**config.mk**
```make
export PLATFORM = sky130hd
export DESIGN_NAME = seg_frame_capture
export DESIGN_NICKNAME = d
export VERILOG_FILES = /design/src/rtl/seg_frame_capture.sv
export SDC_FILE = /design/constraint.sdc
export NUM_CORES = 1
export LEC_CHECK = 0
export CAP_MARGIN = 5
export CORE_MARGIN = 1.5
export CORE_UTILIZATION = 25
export DETAILED_ROUTE_END_ITERATION = 16
export PLACE_DENSITY_LB_ADDON = 0.2
export SETUP_SLACK_MARGIN = 0.5
export SLEW_MARGIN = 5
export SYNTH_ARGS = -nofsm -noshare
export SYNTH_HDL_FRONTEND = slang
export SYNTH_SLANG_ARGS = --single-unit
export TNS_END_PERCENT = 50
```
**constraint.sdc**
```tcl
create_clock -name CLK -period 4.5 [get_ports CLK]
set_clock_uncertainty 0.2 [all_clocks]
set_input_delay 0.45 -clock CLK [delete_from_list [all_inputs] [get_ports CLK]]
set_output_delay 0.45 -clock CLK [all_outputs]
set_load 0.01 [all_outputs]
```
**src/rtl/seg_frame_capture.sv**
```systemverilog
// seg_frame_capture: seven-segment bus receiver.
// Rebuilds time/money fields from the scanned digit stream.
module seg_frame_capture #(
   parameter int SEG_LAG      = 1,
   parameter int IDLE_TIMEOUT = 8
) (
   input  logic       CLK,
   input  logic       RST_N,
   input  logic [3:0] dig_pos,
   input  logic [6:0] dig_sec,
   output logic [6:0] seltime,
   output logic [6:0] selmoney,
   output logic       valid,
   output logic       frame_err,
   output logic       active
);

   typedef enum logic [2:0] {
      SYNC,
      D0,
      D1,
      D2,
      D3
   } state_t;

   localparam logic [7:0] TMO = 8'(IDLE_TIMEOUT);

   state_t     state;
   state_t     state_n;
   logic [3:0] pos_d;
   logic [3:0] exp_pos;
   logic [4:0] dec;
   logic [3:0] tt_q;
   logic [3:0] to_q;
   logic [3:0] mt_q;
   logic       ld_tt;
   logic       ld_to;
   logic       ld_mt;
   logic       done;
   logic       valid_n;
   logic       err_n;
   logic [7:0] cnt_q;
   logic [7:0] cnt_n;
   logic       idle;
   logic       tmo;
   logic       active_n;

   // {ok, digit}; anything but an exact glyph is rejected
   function automatic logic [4:0] seg_dec(input logic [6:0] s);
      case (s)
         7'h3F:   seg_dec = {1'b1, 4'd0};
         7'h06:   seg_dec = {1'b1, 4'd1};
         7'h5B:   seg_dec = {1'b1, 4'd2};
         7'h4F:   seg_dec = {1'b1, 4'd3};
         7'h66:   seg_dec = {1'b1, 4'd4};
         7'h6D:   seg_dec = {1'b1, 4'd5};
         7'h7D:   seg_dec = {1'b1, 4'd6};
         7'h07:   seg_dec = {1'b1, 4'd7};
         7'h7F:   seg_dec = {1'b1, 4'd8};
         7'h67:   seg_dec = {1'b1, 4'd9};
         default: seg_dec = 5'd0;
      endcase
   endfunction

   assign dec = seg_dec(dig_sec);

   if (SEG_LAG == 0) begin : g_nolag
      assign pos_d = dig_pos;
   end else begin : g_lag
      logic [3:0] pos_q;
      // delay the strobe so it lines up with its pattern
      always_ff @(posedge CLK or negedge RST_N) begin
         if (!RST_N) pos_q <= '0;
         else        pos_q <= dig_pos;
      end
      assign pos_d = pos_q;
   end

   // idle counter, activity flag and the timeout event
   always_comb begin
      idle     = (dig_pos == 4'd0);
      cnt_n    = '0;
      if (idle)
         cnt_n = (cnt_q == TMO) ? cnt_q : cnt_q + 8'd1;
      tmo      = idle && (cnt_n == TMO);
      active_n = active;
      if (!idle)    active_n = 1'b1;
      else if (tmo) active_n = 1'b0;
   end

   // frame tracker: next state, digit loads, strobes
   always_comb begin
      state_n = state;
      valid_n = 1'b0;
      err_n   = 1'b0;
      ld_tt   = 1'b0;
      ld_to   = 1'b0;
      ld_mt   = 1'b0;
      done    = 1'b0;
      exp_pos = 4'b0001;
      case (state)
         D1:      exp_pos = 4'b0010;
         D2:      exp_pos = 4'b0100;
         D3:      exp_pos = 4'b1000;
         default: exp_pos = 4'b0001;
      endcase
      if (pos_d == exp_pos) begin
         if (dec[4]) begin
            case (state)
               D1: begin
                  ld_to   = 1'b1;
                  state_n = D2;
               end
               D2: begin
                  ld_mt   = 1'b1;
                  state_n = D3;
               end
               D3: begin
                  done    = 1'b1;
                  valid_n = 1'b1;
                  state_n = D0;
               end
               default: begin
                  ld_tt   = 1'b1;
                  state_n = D1;
               end
            endcase
         end else begin
            err_n   = 1'b1;
            state_n = SYNC;
         end
      end else if (pos_d == 4'd0) begin
         state_n = SYNC;
      end else if (state != SYNC) begin
         err_n   = 1'b1;
         state_n = SYNC;
      end
      if (tmo) state_n = SYNC;
   end

   // state, strobes and activity registers
   always_ff @(posedge CLK or negedge RST_N) begin
      if (!RST_N) begin
         state     <= SYNC;
         valid     <= 1'b0;
         frame_err <= 1'b0;
         cnt_q     <= '0;
         active    <= 1'b0;
      end else begin
         state     <= state_n;
         valid     <= valid_n;
         frame_err <= err_n;
         cnt_q     <= cnt_n;
         active    <= active_n;
      end
   end

   // digit capture and published field values
   always_ff @(posedge CLK or negedge RST_N) begin
      if (!RST_N) begin
         tt_q     <= '0;
         to_q     <= '0;
         mt_q     <= '0;
         seltime  <= '0;
         selmoney <= '0;
      end else begin
         if (ld_tt) tt_q <= dec[3:0];
         if (ld_to) to_q <= dec[3:0];
         if (ld_mt) mt_q <= dec[3:0];
         if (done) begin
            seltime  <= {3'b000, tt_q} * 7'd10
                      + {3'b000, to_q};
            selmoney <= {3'b000, mt_q} * 7'd10
                      + {3'b000, dec[3:0]};
         end
      end
   end

endmodule
```
==> flow_summary.toml, run 1 <==
[critical_path]
critPathRequiredTime_ns = 4.47
r2r-start = "state[1]"
setup.worst_path.start = "dig_sec[3]"
r2r_slack_ns = 1.45
endpoint = "selmoney[5]"
r2r_cells = 6
slowest_stage = "clkdlybuf4s50_1"
end_kind = "flop"
worstPathArrival_ns = 3.33
worst_r2r_endpoint = "to_q[0]"
crit_type = "primary input to flop"
slowest_delay_ns = 0.57
crit_fanout = 9
cp-start-kind = "primary input"
crit_chain = "clkdlybuf4s50_1 > or4b_1 > a211oi_1 > a211o_2 > ha_1 > inv_1 > fa_1 > nor2b_1 > o21ai_0 > xnor2_1 > mux2_1"

[pwr]
netSwitchingFraction = 0.2459
power.share.sequential = 0.566
p_switching_uw = 176.7
comb_power_share = 0.125
p_per_area_nw_per_um2 = 231.1
vdd_drop_max_mv = 0.1177
clkPwrFrac = 0.308
p_int_uw = 541.8
p_leak_uw = 0.001343

[clock_network]
cts.repair.resized = 0
clk_pin_slew_ns = 0.08
htreeDepth = 2
postCtsHoldBufs = 0
cts.sinks = 44
cts_setup_buffers = 0
cts_root_buf = "clkbuf_8"
numCtsBuffers = 5
clock_latency_ns = 0.29
cts_tree = "yes"
cts_max_path_buffers = 2

[run]
drv_cap = 0

[placed_design]
gp_congestion = 0.7569
hpwl_um = 4202
portBuffers = 29

[sta]
period_minus_slack_ns = 3.362
drv_slew = 0
tightest_slew_ns = 1.043
setup_violations = 0
fmax_mhz = 297.4
slew_headroom = 0.3049
grt_setup_unrepaired = "no"
tns_ns = 0
hold_violations = 0
fin_crit_sh = 0.7472

[final_layout]
diodes = 0
fin_util = 0.3025
syn_to_final_growth_pct = 17.94
nets = 304
final_layout_size_suffix_gt1_frac = 0.07011

[route]
drc = 0
final_antenna_net_count = 0
first_pass_iters = 4
drt-total-wl_um = 5558
routed_via_density = 4.654
wl_per_cell_um = 13.66
drt_iter0_drc = 69
vias = 1894

[logic_synthesis]
yosys-top-cells-area = "dfrtp_1 (42%), ha_1 (6.6%), mux2_1 (6.4%)"
synth_area_um2 = 2636
syn_inst = 246
yosysTopAreaCell = "dfrtp_1"
yosys_warnings = 0
synth_area_per_cell_um2 = 10.72
syn_nets = 277
async_flop_share = 1.000
seq_area_frac_synth = 0.4177
ys_seq_elements = 44
synth_edf_count = 0
synth_top_area_share = 0.4177
synth_cell_types = 55
synth_flop_cell = "dfrtp_1"

[floorplanning]
row_count = 37
die_h_um = 105.7
core-area_um2 = 10280
start_util = 0.2565
dieArea_um2 = 11170
ios = 30
die_width_um = 105.7

[global_route]
antenna_found_initial = 0
grt_pass1_wl_um = 9880
grtUsageTotal = 0.1101
grt-ovfl-total = 0
grt_max_degree = 45
grt_pass1_vias = 1975

[run_status]
outcome = "finished clean"

[worst_hold_path]
min_path_type = "primary input to asynchronous set/reset pin"
==> registers in the layout, summed over array words and instances, names as in the netlist <==
name and count:
active 1, cnt_q 8, frame_err 1, g_lag.pos_q 4, mt_q 4, selmoney 7, seltime 7, state 3
to_q 4, tt_q 4, valid 1
==> final cells by class <==
cell class | count | area [um2]
clock buffers | 5 | 68.82
fillers | 1085 | 7168
inverters | 10 | 37.54
multi-input cells | 182 | 1439
flip-flops and latches | 44 | 1101
well taps | 136 | 170.2
repair buffers | 30 | 292.8
==> synth_stat cells (3+ instances only) <==
master,instances
ha_1,14
a32oi_1,3
nand3_1,5
xor2_1,5
o211ai_1,3
o21ai_0,10
nor3_1,6
nand4_1,3
inv_1,9
xnor2_1,17
nor4_1,3
nand2_1,14
buf_2,5
o31ai_1,4
nor2b_1,6
mux2_4,3
or3_1,3
or4_1,3
and3_1,6
clkbuf_1,3
fa_1,4
nor2_1,14
dfrtp_1,44
mux2_1,15
a31oi_1,3
==> per-stage QoR <==
| stage | worst slack [ns] | cells | hold slack, ns | area [um2] | total power (uW) |
|---|---|---|---|---|---|
| after floorplan | 1.508 | 246 | -0.04559 | 2636 | 470.1 |
| after global placement | 0.8807 | 402 | 0.2695 | 3040 | 505.4 |
| after detailed placement | 0.8512 | 402 | 0.2745 | 3040 | 506.4 |
| after CTS | 1.156 | 407 | 0.1785 | 3109 | 736.9 |
| after global routing | 0.9670 | 407 | 0.2264 | 3109 | 768.7 |
| final | 1.138 | 407 | 0.1496 | 3109 | 718.5 |
==> worst min path at each step <==
stage / startpoint / end / cells after the start
after global routing: RST_N / seltime[1] / 1
after global placement: seltime[5] / seltime[5] / 1
after floorplan: RST_N / active / 0
after detailed placement: seltime[1] / seltime[1] / 1
after CTS: RST_N / to_q[0] / 1
final: RST_N / seltime[2] / 1
==> layout by cell type (no fill, tap or decap), types with 2 or more instances in the layout <==
master and instances:
o211ai_1 3, nand3_1 5, nand4b_1 2, nor3b_1 2, a21o_1 2, clkdlybuf4s50_1 28, a311o_1 2, or4_1 3
xor2_1 5, o31ai_1 4, mux2_4 3, xnor2_1 17, nor3_1 6, o21ai_0 10, nor4_1 3, a211oi_1 2
clkbuf_8 5, dfrtp_1 44, mux2i_1 2, a31oi_1 3, nand2_1 14, nor2_1 14, a21oi_1 2, ha_1 14
or3_1 3, or2_2 2, nand4_1 3, mux2_1 15, a32oi_1 3, fa_1 4, o311ai_0 2, nor2b_1 6
nand2b_1 2, and3_1 6, inv_1 9
==> logic make-up (layout without fill, tap and decap cells) <==
group                    count (synthesis)  in the layout  synth area share
AO/OA/AOI/OAI                           42             42            0.1149
XOR/XNOR                                22             22           0.07309
adder cells (fa/ha/maj)                 18             18           0.09682
buffers and inverters                   20             45           0.03654
flip-flops                              44             44            0.4177
multiplexers                            21             21           0.09302
AND/OR/NAND/NOR                         79             79            0.1680
==> power groups by stage <==
stage | logic, uW | clock network (uW) | registers (uW)
2_1_floorplan | 57.4 | 0 | 413
4_1_cts | 92.3 | 238 | 407
5_1_grt | 104 | 257 | 408
3_5_place_dp | 91.6 | 0 | 415
3_3_place_gp | 91.1 | 0 | 414
6_report | 90.0 | 222 | 407
==> layer usage <==
metal	global-route usage	up-vias	routed length, um
met2	0.1888	32	2675
met4	0.02606	0	42
met5	0	-	0
met1	0.1418	910	2648
li1	-	948	-
met3	0.02226	4	192
==> critical path, delay by kind of cell <==
kind            cells  cell delay [ns]
simple gates        2             0.68
buf+inv             2             0.62
compound gates      3             0.58
fa+ha+maj           2             0.57
mux                 1             0.29
xor+xnor            1             0.13
Power figures use the tool's default switching activity.
==> run 2, diff against run 1 <==
- clock period: 4.5 -> 2.9 ns (I/O delays scaled with it)
==> run 2 against run 1 <==
Compared with the run above: the flow now finishes with violations (hold timing); sequential share of layout area down 5.2 points; sequential power up 55%; global-route usage up 1.2 points; critical endpoint is now to_q[3]; sequential cell count unchanged; first-iteration DRC count up 39%; combinational power up 81%; highest routed layer unchanged; die area unchanged; non-clock buffer count up 44.
==> flow_summary.toml, run 2 (synthesis gave the netlist of run 1 again) <==
[run_status]
outcome = "finished with violations"
violations = "hold timing"

[critical_path]
critPathRequiredTime_ns = 2.89
crit_type = "flop to flop"
cp-start-kind = "flop"
worstPathArrival_ns = 2.44
end_kind = "flop"
crit_fanout = 8

[clock_network]
clk_pin_slew_ns = 0.09
cts_max_path_buffers = 2
postCtsHoldBufs = 0
cts.sinks = 44
htreeDepth = 2
clock_latency_ns = 0.30
cts_root_buf = "clkbuf_8"
numCtsBuffers = 5
cts_tree = "yes"

[route]
routed_via_density = 4.628
first_pass_iters = 4
drc = 0
wl_per_cell_um = 14.14
final_antenna_net_count = 0
drt_iter0_drc = 96
vias = 2101
drt-total-wl_um = 6420

[global_route]
grt-ovfl-total = 0
antenna_found_initial = 0
grtUsageTotal = 0.1224
grt_pass1_wl_um = 10890
grt_pass1_vias = 2133
grt_max_degree = 45

[sta]
slew_headroom = 0.3130
timing.final.ws_setup_ns = 0.4477
period_minus_slack_ns = 2.452
fin_crit_sh = 0.8456
tightest_slew_ns = 1.031
fmax_mhz = 407.8
setup_violations = 0
hold_violations = 44
grt_setup_unrepaired = "yes"
drv_slew = 0
holdWs_ns = -0.03007

[placed_design]
portBuffers = 29
placedCellCount = 427
gp_congestion = 0.7701
post-place-ws_ns = -0.1499
hpwl_um = 4524
place_area_um2 = 3287

[floorplanning]
row_count = 37
start_util = 0.2565
dieArea_um2 = 11170
ios = 30
core-area_um2 = 10280
die_width_um = 105.7
die_h_um = 105.7

[pwr]
netSwitchingFraction = 0.2374
clkPwrFrac = 0.397
p_per_area_nw_per_um2 = 359.3
vdd_drop_max_mv = 0.1926
comb_power_share = 0.124
p_switching_uw = 313.0
p_int_uw = 1006
p_leak_uw = 0.001607
power.share.sequential = 0.479

[final_layout]
final_design_area_no_fill_um2 = 3670
instances_no_fill = 454
largest_register_ffs = 8
filler_cell_count = 1072
regMostFlops = "cnt_q"
nets = 348
diodes = 0
syn_to_final_growth_pct = 39.20
final_layout_size_suffix_gt1_frac = 0.3239
top_regs = "cnt_q (8), selmoney (7), seltime (7)"
mostFrequentLayoutCell = "buf_4"
fin_util = 0.3571
layout_common_cells = "buf_4 (42), dfrtp_1 (38), clkdlybuf4s50_1 (21), xnor2_1 (17), nor2_1 (14)"

[run]
drv_cap = 0

[worst_hold_path]
min_path_type = "primary input to asynchronous set/reset pin"
run 2: cell types whose count changed in the layout (fill, tap and decap cells not counted), moves of 4 or more:
| cell | delta |
|---|---|
| buf_4 | +41 |
| clkdlybuf4s50_1 | -7 |
| dfrtp_1 | -6 |
| dfrtp_2 | +6 |
| buf_6 | +4 |
run 2: through the flow:
step	setup TNS (ns)	total power [uW]
finish	0	1318
global route	0	1390
CTS	0	1336
detailed placement	-0.8822	802.2
global placement	-0.9243	800.9
floorplan	0	732.8
run 2: per-layer routing:
layer,vias up,part of all wire,global-route usage
met5,-,0,0
met4,0,0.0040,0.02606
met1,1024,0.51,0.1776
li1,1038,-,-
met2,37,0.46,0.1902
met3,2,0.025,0.02103
run 2: path summary, 6_finish.rpt:
path	start	to	slack, ns	cells past startpoint
min reg2reg	selmoney[0]	selmoney[0]	0.29	1
min in group CLK	selmoney[0]	selmoney[0]	0.29	1
max reg2reg	state[2]	to_q[3]	0.45	6
max	state[2]	to_q[3]	0.45	6
max in group asynchronous	RST_N	state[0]	1.83	1
min	RST_N	seltime[3]	-0.03	1
run 2: critical path: stages, from the launching register on:
cell	delay [ns]
dfrtp_2	0.47
nor3b_4	0.17
a2111oi_2	0.39
or3_4	0.22
nand3_4	0.08
or4_4	0.49
mux2_4	0.31
run 2: cell type report:
type,instances,area (um2),share of cell area
multi-input combinational,182,1594,0.4344
sequential,44,1109,0.3021
timing repair buffer,74,628.1,0.1712
tap,136,170.2,0.04637
clock buffer,7,96.34,0.02625
inverter,10,42.54,0.01159
clock inverter,1,30.03,0.008183
run 2: power groups by stage:
stage	logic, uW	clock network, uW	registers (uW)
after floorplan	92.2	0	641
after global placement	158	0	643
after detailed placement	159	0	643
after CTS	159	545	631
after global routing	185	572	634
final	163	523	632
run 2: repair_timing:
action / in CTS / in global routing
endpoints found under the setup margin: 24 / 27
buffers inserted: 10 / 9
gates resized for setup: 29 / 24
endpoints found under the hold margin: 0 / 0
pin swaps: 8 / 11
==> edit, RTL diff (config.mk and constraints of run 2) <==
The 5 states of `state_t` get a one-hot encoding in 5 bits.
--- a/src/rtl/seg_frame_capture.sv
+++ b/src/rtl/seg_frame_capture.sv
@@ -17,8 +17,8 @@
 
-   typedef enum logic [2:0] {
-      SYNC,
-      D0,
-      D1,
-      D2,
-      D3
+   typedef enum logic [4:0] {
+      SYNC = 5'b00001,
+      D0   = 5'b00010,
+      D1   = 5'b00100,
+      D2   = 5'b01000,
+      D3   = 5'b10000
    } state_t;
Check against the original RTL: no difference found for any inputs over 10 cycles, from zero or initial values and one cycle with RST_N low; not proved beyond that.
==> edit against run 2 <==
  * Area after synthesis increased by 2.3%
  * Sequential cell count increased by 2
  * Setup slack got worse by 61 ps
  * Cell area increased by 1.6%
  * Wire length decreased by 8.6%
  * Non-clock buffer count increased by 1
  * Total power decreased by 3.4%
  * Fmax decreased by 2.4%
  * Critical path depth increased by 4
  * Count of clock-buffer cells in the layout decreased by 2
  * Highest routed layer unchanged
==> edit: results <==
[route]
wl_per_cell_um = 12.9
dr_wl_met2_um = 2840
wl_met3_um = 128
vias = 2062
met1Wirelength_um = 2810
viasPerCell = 4.55
drtIter0Drc = 37

[critical_path]
critPathMaxFanout = 6
cp-startpoint = "dig_sec[3]"
reg2reg_slack_ps = 390
rr_startpoint = "state[3]"
endpoint = "selmoney[5]"
worst_path_max_delay_cell = "or4b_4"
reg2regPathDepth = 7
arrival_ps = 2500
r2r-end = "selmoney[4]"

[global_route]
grtUsageMet3 = 0.0182
grt_max_degree = 25
grt_use_total = 0.114
antenna_found_initial = 0
grtUsageMet1 = 0.155
grtUsageMet2 = 0.184
grt_pass1_wl_um = 10400

[logic_synthesis]
synth-async-reset-ratio = 1.00
yosysUniqueCellTypes = 50
netlist_instances = 244
synthTopCellsByCount = "dfrtp_1 (45), nor2_1 (17), mux2_2 (16)"
syn_nets = 275
synthTopCellsByArea = "dfrtp_1 (42%), mux2_2 (6.7%), ha_1 (6.5%)"
ys_seq_area_frac = 0.427

[power_and_ir_drop]
internal_power_uw = 971
powerSeq_uw = 659
p_leak_nw = 1.61
ir_worst_vdd_v = 0.000180
power.share.combinational = 0.102
power_density_mw_per_mm2 = 342

[placement]
pre_cts_ws_ps = -173
postPlaceCellArea_mm2 = 0.00333
placed_cells = 430
routabilityCongestion = 0.813

[cells_and_area]
nets = 347
nFillCells = 1060
drive_above_1_share = 0.331

[outcome]
status = "finished clean"

[timing]
worst_hold_slack_ps = 249
slew_headroom = 0.630
post-route-period-util = 0.867

[worst_hold_path]
hold_path.class = "in2reg"
edit: cell count changes after synthesis, sizes merged, moves of 3 or more:
cell   change
a21oi      +5
nand2      -5
and3       -4
a32oi      -3
mux2       +3
xnor2      -3
edit: final cells by class:
class	instances	area [µm²]	area share
clock buffer	5	68.8	0.0185
clock inverter	3	45.0	0.0121
inverter	11	41.3	0.0111
multi-input combinational	177	1570	0.421
sequential	46	1160	0.310
tap	136	170	0.0456
timing repair buffer	75	677	0.182
edit: cell families after synthesis:
logic type	after synthesis	share of synthesized area
simple gates	79	0.173
mux	25	0.111
fa+ha+maj	18	0.0946
buf+inv	21	0.0455
flops	46	0.427
compound gates	36	0.0872
xor+xnor	19	0.0617
edit: timing repair:
action,CTS,global route
hold endpoints to repair,22,0
hold buffers,1,0
resized for setup,36,10
pin swaps,11,4
buffers inserted,10,3
endpoints found under the setup margin,31,30
cloned,1,0
